### src/rtl/sipo_pkg.sv
// Shared constants and sizing helpers for the serial-in parallel-out deserializer.
package sipo_pkg;

  localparam int SIPO_DEFAULT_WIDTH = 4;

  // Bit-counter width for a frame of frame_len bits; never narrower than 1.
  function automatic int cnt_w(input int frame_len);
    int w;
    w = $clog2(frame_len);
    return (w < 1) ? 1 : w;
  endfunction

endpackage

### src/rtl/sipo_bit_counter.sv
// Modulo-FRAME_LEN bit position counter; clr has priority over en.
module sipo_bit_counter
  import sipo_pkg::*;
#(
  parameter int FRAME_LEN = SIPO_DEFAULT_WIDTH
) (
  input  logic                         clk,
  input  logic                         rst_n,
  input  logic                         en,
  input  logic                         clr,
  output logic [cnt_w(FRAME_LEN)-1:0]  count,
  output logic                         last
);

  localparam int CW = cnt_w(FRAME_LEN);
  localparam logic [CW-1:0] LAST_VAL = CW'(FRAME_LEN - 1);

  logic [CW-1:0] count_reg;
  logic [CW-1:0] count_next;

  always_comb begin
    count_next = count_reg;
    if (clr) begin
      count_next = '0;
    end else if (en) begin
      count_next = (count_reg == LAST_VAL) ? '0 : count_reg + CW'(1);
    end
  end

  always_ff @(posedge clk or negedge rst_n) begin
    if (!rst_n) begin
      count_reg <= '0;
    end else begin
      count_reg <= count_next;
    end
  end

  assign count = count_reg;
  assign last  = (count_reg == LAST_VAL);

endmodule

### src/rtl/sipo_deserializer.sv
// MSB-first serial-to-parallel deserializer with valid/ready output slot and sticky overrun.
// Define SIPO_PARITY_EN to append one even-parity bit per frame and report parity_err.
module sipo_deserializer
  import sipo_pkg::*;
#(
  parameter int WIDTH = SIPO_DEFAULT_WIDTH
) (
  input  logic             clk,
  input  logic             rst_n,
  input  logic             serial_in,
  input  logic             shift_en,
  input  logic             sync_clr,
  input  logic             out_ready,
  input  logic             clr_overrun,
  output logic [WIDTH-1:0] parallel_out,
  output logic             out_valid,
  output logic             busy,
  output logic             overrun,
  output logic             parity_err
);

`ifdef SIPO_PARITY_EN
  localparam int FRAME_LEN = WIDTH + 1;
`else
  localparam int FRAME_LEN = WIDTH;
`endif
  // Without parity the word MSB-to-LSB is complete one bit early, so only
  // FRAME_LEN-1 bits ever need to be held; the last one arrives on serial_in.
  localparam int SR_W = FRAME_LEN - 1;

  logic [SR_W-1:0]             shift_reg;
  logic [SR_W-1:0]             shift_next;
  logic [cnt_w(FRAME_LEN)-1:0] bit_cnt;
  logic                        bit_last;
  logic                        do_shift;
  logic                        complete;
  logic                        slot_free;
  logic [WIDTH-1:0]            word;
  logic                        par_err_next;

  logic [WIDTH-1:0] parallel_out_reg;
  logic             out_valid_reg;
  logic             overrun_reg;
  logic             parity_err_reg;

  assign do_shift  = shift_en && !sync_clr;
  assign complete  = do_shift && bit_last;
  assign slot_free = !out_valid_reg || out_ready;

  assign shift_next[0] = serial_in;
  generate
    for (genvar gi = 1; gi < SR_W; gi++) begin : g_shift
      assign shift_next[gi] = shift_reg[gi-1];
    end
  endgenerate

`ifdef SIPO_PARITY_EN
  assign word         = shift_reg;
  assign par_err_next = ^shift_reg ^ serial_in;
`else
  assign word         = {shift_reg, serial_in};
  assign par_err_next = 1'b0;
`endif

  sipo_bit_counter #(
    .FRAME_LEN (FRAME_LEN)
  ) u_bit_counter (
    .clk   (clk),
    .rst_n (rst_n),
    .en    (do_shift),
    .clr   (sync_clr),
    .count (bit_cnt),
    .last  (bit_last)
  );

  always_ff @(posedge clk or negedge rst_n) begin
    if (!rst_n) begin
      shift_reg <= '0;
    end else if (sync_clr) begin
      shift_reg <= '0;
    end else if (shift_en) begin
      shift_reg <= shift_next;
    end
  end

  // Output slot: a completing word may refill the slot on the same edge it is consumed.
  always_ff @(posedge clk or negedge rst_n) begin
    if (!rst_n) begin
      parallel_out_reg <= '0;
      out_valid_reg    <= 1'b0;
      overrun_reg      <= 1'b0;
      parity_err_reg   <= 1'b0;
    end else begin
      if (complete && slot_free) begin
        parallel_out_reg <= word;
        parity_err_reg   <= par_err_next;
        out_valid_reg    <= 1'b1;
      end else if (out_valid_reg && out_ready) begin
        out_valid_reg <= 1'b0;
      end

      if (complete && !slot_free) begin
        overrun_reg <= 1'b1;
      end else if (clr_overrun) begin
        overrun_reg <= 1'b0;
      end
    end
  end

  assign parallel_out = parallel_out_reg;
  assign out_valid    = out_valid_reg;
  assign overrun      = overrun_reg;
  assign parity_err   = parity_err_reg;
  assign busy         = (bit_cnt != '0);

endmodule

### config.mk
export PLATFORM = sky130hd
export DESIGN_NAME = sipo_deserializer
export DESIGN_NICKNAME = d
export VERILOG_FILES = /design/src/rtl/sipo_pkg.sv /design/src/rtl/sipo_bit_counter.sv /design/src/rtl/sipo_deserializer.sv
export SDC_FILE = /design/constraint.sdc
export NUM_CORES = 1
export LEC_CHECK = 0
export ABC_AREA = 1
export CORE_UTILIZATION = 39
export DETAILED_ROUTE_END_ITERATION = 8
export HOLD_SLACK_MARGIN = 0.02
export PLACE_DENSITY = 0.7
export SETUP_SLACK_MARGIN = 0.5
export SLEW_MARGIN = 25
export SYNTH_ARGS = -nofsm -noshare
export SYNTH_HDL_FRONTEND = slang
export SYNTH_SLANG_ARGS = --single-unit
### constraint.sdc
create_clock -name clk -period 0.95 [get_ports clk]
set_input_delay 0.19 -clock clk [delete_from_list [all_inputs] [get_ports clk]]
set_output_delay 0.19 -clock clk [all_outputs]
set_load 0.01 [all_outputs]
[After elaboration in Yosys (flattened, before gate mapping)]
Index checks and enable logic that the tools add are counted.
Word-level totals
  bits in registers: 11
  input bits: 7
Operators by class
  add/sub/neg operators: 1
  equal/unequal tests: 1
  mux-type cells: 9
  reduce and logical (&&, ||, !) cells: 14
Operators with widths (number)
  $reduce_bool A2 Y1: 5
  $mux W2: 3
  $mux W3: 2
  $logic_and A1 B1 Y1: 5
  $mux W1: 4
  $logic_not A1 Y1: 3
  $add A2 B1 Y2 const B: 1
  $eq A2 B2 Y1 const B: 1
  $logic_or A1 B1 Y1: 1

[Logic depth before layout (Yosys ltp)]
  depth in word-level cells: 5
  depth in mapped cells: 5
  depth with buffers taken out: 5

[Modules after synthesis]
A second synthesis with hierarchy kept.
Second synthesis, totals
  cells, all modules: 56
  area total of the unflattened synthesis: 518.0 um^2
Modules (own cells, without submodules)
  sipo_deserializer: instances 1, cells an instance 44, area an instance 416.6 um^2, seq. area each 225.2 um^2
  sipo_bit_counter: instances 1, cells an instance 12, area an instance 101.3 um^2, seq. area each 50.0 um^2

[Worst setup path before layout]
OpenSTA, ideal clock, no wires.
  path type: flip-flop to flip-flop
  start: reg u_bit_counter.count_reg[0] (netlist: u_bit_counter.count[0])
  end: reg parallel_out_reg[0] (netlist: parallel_out[0])
  data arrival time: 0.851 ns
  slack: -0.019 ns
  cell stages (with the launch flop): 5
  buffers on the path: 0
  clock period less this slack: 0.969 ns
  path through: dfrtp_1 ha_1 nand3_4 nand2_1 nand2_1
On the way
  word-level cells in the longest chain between the ends: 3
RTL lines
  from (decl): RTL line sipo_bit_counter.sv:18  | logic [CW-1:0] count_reg;
  from (signal assigned): RTL line sipo_bit_counter.sv:34  | count_reg <= count_next;
  $eq A2 B2 Y1: RTL line sipo_bit_counter.sv:39  | assign last = (count_reg == LAST_VAL);
  $logic_and A1 B1 Y1: RTL line sipo_deserializer.sv:47  | assign complete = do_shift && bit_last;
  $logic_and A1 B1 Y1: RTL line sipo_deserializer.sv:94  | if (complete && slot_free) begin
  to (signal assigned): RTL line sipo_deserializer.sv:95  | parallel_out_reg <= word;
  to (decl): RTL line sipo_deserializer.sv:41  | logic [WIDTH-1:0] parallel_out_reg;
No other way between the ends.
A chain may end at the register's enable or synchronous reset.

[Worst setup path after layout]
  start: reg u_bit_counter.count_reg[0] (netlist: u_bit_counter.count[0])
  end: out busy
On the way
  word-level cells in the longest chain between the ends: 1
RTL lines
  $reduce_bool A2 Y1: RTL line sipo_deserializer.sv:114  | assign busy = (bit_cnt != '0);
  to (decl): RTL line sipo_deserializer.sv:17  | output logic busy,
No other way between the ends.

==> metrics.txt <==
pwr dens=1230 nW/um^2; # setup viols final=15; Fill cells=84; max reg flops=4; Port Buffers=13; status=finished, violations left; vias in the first global route=407; FF+latch count, synth=11; worst hold path class=primary input to async pin; Routed WL=1120 um; HPWL Detailed=696 um; Cell Rows=12; Final Max Slew Viols=0; CTS Hold Bufs=0; Area Overhead vs Synth=73.4%; first-pass GRT wire length=1830 um; via density per instance=4.40; synth unique cells=16; DIE WIDTH=38.4 um; DRT Pass-1 Iters=4; RSZ-0062 raised after global routing=true; Layout Nets=102; Final TNS setup=-1.46 ns; most frequent cells in the layout=13 x nand2_1, 12 x buf_4, 11 x dfrtp_1; io pins=15; worst setup margin=-0.256 ns; VDD IR max=1.02 mV; critical path arrival=1.02 ns; FF-to-FF setup slack=-0.26 ns; post-layout minimum cycle time=1.21 ns; die height=38.4 um; CTS tree=done; Initial Util=44.2%; GR Util All Layers=19.2%; Reg2Reg Depth=8; fmax=829 MHz; Routability Congestion=0.744; post-synthesis cell area=518 um^2; Root Buffer=clkbuf_4; 1st-iter DRT viols=8; Clock Tree Buf Depth=2; Final Cycle Share=127%; Mapped Cells=55; type of origin of the critical path=flip-flop; post-route cell area=898 um^2; Final ANT Viol Nets=0; Die Area=1480 um^2; DR DRC count=0; vias after detailed routing=466; Critical Path RT=0.76 ns; Placement Cell Area=716 um^2; Fin. Hold Viols=0; most common cell after layout, fill and taps aside=nand2_1; largest area contributor in the netlist=dfrtp_1; Synth area leaders=dfrtp_1 53%, nand2_1 12%, inv_1 5.1%; Core ar.=1170 um^2; failing checks=setup timing; gr ovfl total=0; largest net degree at the start of global routing=12; ANT cells=0; Reg-to-Reg End=u_bit_counter.count[1]$_DFFE_PN0P_; share of layout cells above drive strength 1=57.6%; Sink Count=11; clock skew=0.00597 ns; Synth Area per Inst=9.42 um^2; Num CTS Buffers=3; max-cap violations=0; Routed WL per cell=10.5 um; CP Capture Type=output pin; H-tree depth=1; Yosys warning total=0; worst-path maximum fanout=2; Worst R2R Start=u_bit_counter.count[1]$_DFFE_PN0P_; Synth Net Count=64; clock latency on the worst-skew pair=0.27 ns; sequential element share of the synthesized area=53.1%; Yosys top cell area share=53.1%; Worst-path clk slew=0.07 ns; antenna violations before repair=0; crit path kind=flip-flop to output pin; Leakage=0.488 nW
[cells in the mapped netlist]
library cell and count:
buf_4 1, conb_1 1, dfrtp_1 11, ha_1 2, inv_1 7, inv_2 2
nand2_1 16, nand2_2 1, nand3_1 1, nand3_4 1, nand4_1 4, nor2_1 1
nor2_8 1, o21ai_1 4, o21ai_2 1, o22ai_1 1
[metrics by stage]
step | instances | power, mW | utilization (%) | hold slack [ns] | setup WS (ns)
2_1_floorplan | 55 | 0.590 | - | -0.106 | 0.0413
3_3_place_gp | 88 | 0.699 | 61.1 | 0.457 | -0.367
3_5_place_dp | 88 | 0.703 | 61.1 | 0.458 | -0.380
4_1_cts | 102 | 1.08 | 71.5 | 0.216 | -0.280
5_1_grt | 106 | 1.17 | 76.7 | 0.227 | -0.295
6_report | 106 | 1.10 | 76.7 | 0.216 | -0.256
[layer usage]
layer	global-route usage (%)	routed length [um]	up-vias
met5	0	0	-
met4	12.9	23	0
met3	3.49	60	4
met2	30.5	529	16
met1	23.5	505	196
li1	-	-	250
[logic make-up after synthesis]
| group | Yosys count | synth area share (%) |
|---|---|---|
| simple gates | 25 | 26.6 |
| flops | 11 | 53.1 |
| buf+inv | 10 | 7.97 |
| compound gates | 6 | 6.76 |
| fa+ha+maj | 2 | 4.83 |
| other cells | 1 | 0.724 |
[worst max-delay path, stage by stage (launching register included)]
cell     delay [ns]
dfrtp_1        0.40
inv_2          0.09
ha_4           0.13
inv_2          0.03
buf_6          0.10
[how the worst max path moves through the flow]
stage,start,to,depth (start not counted)
floorplan,u_bit_counter.count[0]$_DFFE_PN0P_,parallel_out[0]$_DFFE_PN0P_,4
global placement,u_bit_counter.count[0]$_DFFE_PN0P_,busy,4
detailed placement,u_bit_counter.count[0]$_DFFE_PN0P_,busy,4
CTS,u_bit_counter.count[1]$_DFFE_PN0P_,busy,4
global route,u_bit_counter.count[0]$_DFFE_PN0P_,busy,4
finish,u_bit_counter.count[0]$_DFFE_PN0P_,busy,4
[timing repair]
item	4_1_cts	5_1_grt
buffers inserted	10	4
gates resized for setup	48	15
endpoints found under the setup margin	18	18
pin swaps	5	5
[area by class of cell]
| type | instances | area, um^2 | share of cell area, % |
|---|---|---|---|
| Multi-Input combinational cell | 34 | 260 | 29.0 |
| Clock buffer | 4 | 26.3 | 2.92 |
| Tap cell | 14 | 17.5 | 1.95 |
| Sequential cell | 11 | 275 | 30.6 |
| Timing Repair Buffer | 34 | 283 | 31.5 |
| Inverter | 9 | 36.3 | 4.04 |
[report_power, final]
part,switching [mW],internal (mW),total (mW),leakage [nW]
Clock,0.148,0.162,0.311,0.0150
Combinational,0.120,0.163,0.283,0.323
Sequential,0.0142,0.493,0.507,0.151
Total,0.283,0.818,1.10,0.488
Power figures use the tool's default switching activity.
